$ cat config.mk
export PLATFORM = sky130hd
export DESIGN_NAME = bit_collect
export DESIGN_NICKNAME = d
export VERILOG_FILES = /design/src/rtl/bit_collect.sv
export SDC_FILE = /design/constraint.sdc
export NUM_CORES = 1
export LEC_CHECK = 0
export ABC_CLOCK_PERIOD_IN_PS = 1600
export BUFFER_PORTS_ARGS = -buffer_cell sky130_fd_sc_hd__buf_2
export CAP_MARGIN = 20
export CORE_UTILIZATION = 40
export CTS_CLUSTER_SIZE = 10
export DETAILED_ROUTE_END_ITERATION = 8
export PLACE_DENSITY = 0.57
export SETUP_SLACK_MARGIN = 0.05
export SKIP_CTS_REPAIR_TIMING = 1
export SLEW_MARGIN = 10
export SYNTH_ARGS = -nofsm -noshare
export SYNTH_HDL_FRONTEND = slang
export SYNTH_SLANG_ARGS = --single-unit
export TNS_END_PERCENT = 30
$ cat constraint.sdc
create_clock -name CLK -period 1.6 [get_ports CLK]
set_input_delay 0 -clock CLK [delete_from_list [all_inputs] [get_ports CLK]]
set_output_delay 0 -clock CLK [all_outputs]
set_load 0.01 [all_outputs]
$ cat src/rtl/bit_collect.sv
`default_nettype none
// ============================================================================
//  Module      : bit_collect
//  Description : Collects two MSB-first serial characters (x, y) into 8-bit
//                words after a start strobe, compares them serially while
//                the bits arrive, and presents X, Y and GT/EQ/LT with a
//                one-cycle Done pulse nine cycles after St.
//  Revision    : 1.0 - initial release
// ============================================================================
module bit_collect (
    input  logic       CLK,
    input  logic       RST,
    input  logic       St,
    input  logic       x,
    input  logic       y,
    output logic [7:0] X,
    output logic [7:0] Y,
    output logic       Done,
    output logic       Busy,
    output logic       GT,
    output logic       EQ,
    output logic       LT
);

    // ------------------------------------------------------------------
    // State encoding
    // ------------------------------------------------------------------
    localparam logic [1:0] c_IDLE = 2'd0;
    localparam logic [1:0] c_RECV = 2'd1;
    localparam logic [1:0] c_DONE = 2'd2;

    localparam logic [2:0] c_LAST_BIT = 3'd7;

    // ------------------------------------------------------------------
    // State and datapath registers
    // ------------------------------------------------------------------
    logic [1:0] r_state;
    logic [2:0] r_cnt;
    logic [7:0] r_sx;
    logic [7:0] r_sy;
    logic       r_decided;
    logic       r_cand_gt;
    logic       r_cand_lt;

    // Registered copies of every output
    logic [7:0] r_x_out;
    logic [7:0] r_y_out;
    logic       r_done;
    logic       r_busy;
    logic       r_gt;
    logic       r_eq;
    logic       r_lt;

    // ------------------------------------------------------------------
    // Combinational helpers
    // ------------------------------------------------------------------
    logic [1:0] w_state_nxt;
    logic [7:0] w_sx_nxt;
    logic [7:0] w_sy_nxt;
    logic       w_decided_nxt;
    logic       w_gt_nxt;
    logic       w_lt_nxt;
    logic       w_start;
    logic       w_last;

    // A new transfer may only begin from IDLE or DONE; St in RECV is ignored
    assign w_start = St && ((r_state == c_IDLE) || (r_state == c_DONE));

    // Final sample of a transfer: the words and verdict are complete here
    assign w_last  = (r_state == c_RECV) && (r_cnt == c_LAST_BIT);

    // Shift the newly arriving bit into the LSB
    assign w_sx_nxt = {r_sx[6:0], x};
    assign w_sy_nxt = {r_sy[6:0], y};

    // Serial comparator: the first differing bit (MSB-first) decides and
    // is then frozen, so later bits cannot change the verdict.
    assign w_decided_nxt = r_decided | (x ^ y);
    assign w_gt_nxt      = r_decided ? r_cand_gt : (x & ~y);
    assign w_lt_nxt      = r_decided ? r_cand_lt : (~x & y);

    // Next-state decode
    always_comb begin
        w_state_nxt = r_state;
        case (r_state)
            c_IDLE:  w_state_nxt = St ? c_RECV : c_IDLE;
            c_RECV:  w_state_nxt = (r_cnt == c_LAST_BIT) ? c_DONE : c_RECV;
            c_DONE:  w_state_nxt = St ? c_RECV : c_IDLE;
            default: w_state_nxt = c_IDLE;
        endcase
    end

    // State, counter, shift registers and serial-compare bookkeeping
    always_ff @(posedge CLK) begin
        if (RST) begin
            r_state   <= c_IDLE;
            r_cnt     <= 3'd0;
            r_sx      <= 8'h00;
            r_sy      <= 8'h00;
            r_decided <= 1'b0;
            r_cand_gt <= 1'b0;
            r_cand_lt <= 1'b0;
        end else begin
            r_state <= w_state_nxt;
            if (w_start) begin
                r_cnt     <= 3'd0;
                r_decided <= 1'b0;
                r_cand_gt <= 1'b0;
                r_cand_lt <= 1'b0;
            end else if (r_state == c_RECV) begin
                r_cnt     <= r_cnt + 3'd1;
                r_sx      <= w_sx_nxt;
                r_sy      <= w_sy_nxt;
                r_decided <= w_decided_nxt;
                r_cand_gt <= w_gt_nxt;
                r_cand_lt <= w_lt_nxt;
            end
        end
    end

    // Output registers: status follows the next state, results load on the
    // final sample so they are visible in the DONE cycle and held after.
    always_ff @(posedge CLK) begin
        if (RST) begin
            r_x_out <= 8'h00;
            r_y_out <= 8'h00;
            r_done  <= 1'b0;
            r_busy  <= 1'b0;
            r_gt    <= 1'b0;
            r_eq    <= 1'b1;
            r_lt    <= 1'b0;
        end else begin
            r_done <= (w_state_nxt == c_DONE);
            r_busy <= (w_state_nxt == c_RECV);
            if (w_last) begin
                r_x_out <= w_sx_nxt;
                r_y_out <= w_sy_nxt;
                r_gt    <= w_gt_nxt;
                r_lt    <= w_lt_nxt;
                r_eq    <= ~w_decided_nxt;
            end
        end
    end

    assign X    = r_x_out;
    assign Y    = r_y_out;
    assign Done = r_done;
    assign Busy = r_busy;
    assign GT   = r_gt;
    assign EQ   = r_eq;
    assign LT   = r_lt;

endmodule
`default_nettype wire

After elaboration in Yosys (flattened, before gate mapping). Cells that the tools add are included.

Bitwise logic cells: 8. Add/subtract/negate cells: 1. Reductions and logical operators: 7. Mux-type cells: 5. Equal/unequal tests: 5.

Operator list (number): $eq 2x1->1 const B (2); $eq 2x2->1 const B (2); $not 1->1 (4); $pmux 2 s2 (1); $reduce_or 2->1 (2); $add 3x1->3 const B (1); $eq 3x3->1 const B (1); $mux 1 (3); $and 1x1->1 (2); $logic_and 1x1->1 (2); $logic_not 2->1 (1); $mux 2 (1); $reduce_and 2->1 (1); $logic_or 1x1->1 (1); $or 1x1->1 (1); $xor 1x1->1 (1).

Flip-flop bits (word level): 43. Word-level logic and storage cells: 40.

Depth between registers and ports, before layout.
Depth after elaboration: 5. Gate-level depth with buffers: 6. Mapped depth without buffers: 5.

Worst setup path after synthesis. Ideal clock, no wire load.

Path type: register to register. Start point: register r_cnt[0]. End point: register r_eq (netlist: EQ). Stages on the path, launching flop included: 7. Period minus slack after synthesis: 1.339 ns. Buffers on the path: 1. Data arrival time: 1.219 ns. Path slack: 0.261 ns. Setup time: 0.120 ns. Cell sequence: dfxtp_1 -> ha_1 -> ha_1 -> nand3b_1 -> buf_4 -> nor3_1 -> a211o_1.

Longest elaborated chain between the ends: 2.

Ends and longest elaborated chain: start: declaration (line 38) `logic [2:0] r_cnt;`; start signal: assignment (line 111) `r_cnt <= r_cnt + 3'd1;`; $eq 3x3->1 (line 70) `assign w_last = (r_state == c_RECV) && (r_cnt == c_LAST_BIT);`; $logic_and 1x1->1 (line 70); end signal: assignment (line 140) `r_eq <= ~w_decided_nxt;`; end: declaration (line 51) `logic r_eq;`.

No other way between the ends. A chain may end at the register's enable or synchronous reset.

Worst setup path after layout.
Start point: register r_cnt[0]. End point: register r_lt (netlist: LT).

Longest elaborated chain between the ends: 2.

Ends and longest elaborated chain: $eq 3x3->1 (line 70); $logic_and 1x1->1 (line 70); end signal: assignment (line 139) `r_lt <= w_lt_nxt;`; end: declaration (line 52) `logic r_lt;`.

No other way between the ends.

==> impl_metrics.env <==
export IMPL_period_needed_ns=1.466
export IMPL_cts_root_buf="clkbuf_8"
export IMPL_fin_area_um2=1872
export IMPL_cts_sinks=43
export IMPL_fin_nets=226
export IMPL_setup_viol=0
export IMPL_place_area_um2=1748
export IMPL_critPathKind="flop to flop"
export IMPL_critPathArrivalTime_ns=1.67
export IMPL_crit_top_cell="ha_1"
export IMPL_path_cells="ha_1, ha_1, and3b_2, buf_4, a211oi_2"
export IMPL_critPathMaxStageDelay_ns=0.34
export IMPL_tightest_slew_ns=0.2339
export IMPL_wl_per_cell_um=11.43
export IMPL_cp_buffers_inverters=1
export IMPL_fill_cells=388
export IMPL_fin_skew_ns=0.004838
export IMPL_dr_first_iter_drc_count=92
export IMPL_synth_ff_type="dfxtp_1"
export IMPL_viasPerCell=4.826
export IMPL_synth_top_family_by_area="simple AND/OR/NAND/NOR gates"
export IMPL_p_leak_nw=0.7372
export IMPL_synth_area_mux_share_pct=1.257
export IMPL_max_slew_margin_pct=83.96
export IMPL_vias=1279
export IMPL_synth_distinct_cells=23
export IMPL_synthTopCellsByArea="dfxtp_1, nand2_1, a21oi_1, ha_1, buf_4"
export IMPL_post_dp_hpwl_mm=2.186
export IMPL_p_total_w=0.001993
export IMPL_h_tree_depth=2
export IMPL_power_frac_seq_pct=54.9
export IMPL_clkPwrFrac_pct=40.2
export IMPL_synth_common_cells="nand2_1, dfxtp_1, a21oi_1"
export IMPL_hp_class="input port to flop"
export IMPL_critPathCaptureType="flop"
export IMPL_grt_max_degree=27
export IMPL_core_area_um2=3744
export IMPL_cap_violations=0
export IMPL_synth_simple_gate_area_share_pct=20.90
export IMPL_die_width_um=65.10
export IMPL_firstDrtPassIters=4
export IMPL_grt_usage_pct=16.61
export IMPL_gp_congestion=0.7250
export IMPL_ir_drop_mv=0.6538
export IMPL_start_kind="flop"
export IMPL_switching_share_pct=20.96
export IMPL_drv_slew=0
export IMPL_die_y_um=65.10
export IMPL_grt_overflow=0
export IMPL_grt_pass1_vias=1148
export IMPL_crit_family="adder cells"
export IMPL_p_sw_w=0.0004178
export IMPL_yosysMostFrequentCell="nand2_1"
export IMPL_ios=26
export IMPL_ys_seq_elements=43
export IMPL_synth_cells=189
export IMPL_area_delta_synth_final_pct=17.52
export IMPL_io_buffers=25
export IMPL_outcome="finished, final reports clean"
export IMPL_crit_fanout=9
export IMPL_ys_seq_area_share_pct=54.05
export IMPL_grt_pass1_wl_mm=5.216
export IMPL_tns_ns=0
export IMPL_drc=0
export IMPL_powerDensity_nw_per_um2=1065
export IMPL_grt_setup_unrepaired="no"
export IMPL_synth_compound_area_share_pct=14.22
export IMPL_synthAdderAreaFrac_pct=3.142
export IMPL_n_antenna_cell=0
export IMPL_yosysTopAreaCell="dfxtp_1"
export IMPL_drive_gt1_share_pct=18.89
export IMPL_syn_avg_cell_area_um2=8.427
export IMPL_initial_core_util_pct=42.55
export IMPL_cts_path_max_buffers=2
export IMPL_timing_fmax_ghz=0.6820
export IMPL_async_flop_share_pct=0
export IMPL_p_comb_share_pct=4.9
export IMPL_placedCellCount=256
export IMPL_cts_tree="yes"
export IMPL_synth_top_area_share_pct=54.05
export IMPL_synth_xor_area_share_pct=0.5499
export IMPL_crit_path_top_delay_cell="dfxtp_1"
export IMPL_antenna_found_initial=0
export IMPL_finalCritPeriodShare_pct=91.64
export IMPL_netlist_area_um2=1593
export IMPL_clk_pin_slew_ns=0.07
export IMPL_dieArea_um2=4238
export IMPL_synth_edf_count=0
export IMPL_numCtsBuffers=5
export IMPL_worstPathRequired_ns=1.81
export IMPL_synth_warnings=0
export IMPL_ant_nets=0
export IMPL_hold_viol=0
export IMPL_intPower_w=0.001575
export IMPL_clock_latency_ns=0.29
export IMPL_final_cells=265
export IMPL_num_rows=22
export IMPL_synth_fp_nets=198
export IMPL_finalWirelength_mm=3.029
-- placed cells by master (no fill, tap or decap), types with 2 or more instances in the layout --
cell            n
dlygate4sd3_1   2
o21ai_0         2
inv_1           3
clkbuf_8        5
buf_4           7
a21oi_1        35
buf_2          25
nand2b_1        3
nand2_1        66
mux2i_1         2
ha_1            4
nor2_1          8
a211oi_2        2
dfxtp_1        43
-- metal layers --
layer / up-vias / wire length (um) / global-route usage, % / part of all wire, %
li1: 660 / - / - / -
met1: 592 / 1371 / 19.57 / 45
met2: 20 / 1457 / 26.82 / 48
met3: 7 / 137 / 5.729 / 4.5
met4: 0 / 62 / 8.152 / 2.0
met5: - / 0 / 0 / 0
-- stage by stage --
| stage | util (%) | setup slack [ns] | hold WS, ns |
|---|---|---|---|
| after floorplan | - | 0.2615 | 0.1360 |
| after global placement | 46.69 | 0.2176 | 0.2903 |
| after detailed placement | 46.69 | 0.1684 | 0.2932 |
| after CTS | 49.43 | 0.1296 | -0.02518 |
| after global routing | 50.00 | 0.06784 | 0.04784 |
| final | 50.00 | 0.1337 | 0.04823 |
-- power by group through the flow --
stage                     combinational (W)  clock [W]  sequential, W
after floorplan                   0.0000781          0        0.00112
after global placement            0.0000939          0        0.00112
after detailed placement          0.0000950          0        0.00112
after CTS                         0.0000955   0.000829        0.00109
after global routing               0.000111   0.000884        0.00110
final                             0.0000975   0.000801        0.00109
-- layout make-up --
| cell class | instances | area (um2) | share of cell area, % |
|---|---|---|---|
| well taps | 48 | 60.06 | 3.209 |
| clock inverters | 1 | 30.03 | 1.604 |
| repair buffers | 34 | 197.7 | 10.56 |
| clock buffers | 6 | 72.57 | 3.877 |
| multi-input cells | 130 | 639.4 | 34.16 |
| flip-flops and latches | 43 | 860.8 | 45.99 |
| inverters | 3 | 11.26 | 0.6016 |
-- worst paths after layout --
path | from | to | slack, ns | depth (start not counted)
max | r_cnt[0] | LT | 0.13 | 5
min | RST | GT | 0.05 | 2
max reg2reg | r_cnt[0] | LT | 0.13 | 5
min reg2reg | Y[2] | Y[2] | 0.46 | 2
-- cells by family (layout without fill, tap and decap cells) --
family	after synthesis	in the layout
AOI/OAI and AO/OA	41	41
muxes	2	2
xor gates and xnor gates	1	1
DFF	43	43
and+or+nand+nor	82	82
adders and majority gates	4	4
buffers and inverters	16	44
-- state kept, by name, indices dropped and copies added, names as in the netlist --
signal,cells
LT,1
r_cand_gt,1
X,8
r_decided,1
r_cnt,3
Done,1
r_cand_lt,1
r_sx,7
EQ,1
r_sy,7
r_state,2
Y,8
GT,1
Busy,1
(Power assumes the default switching activity.)
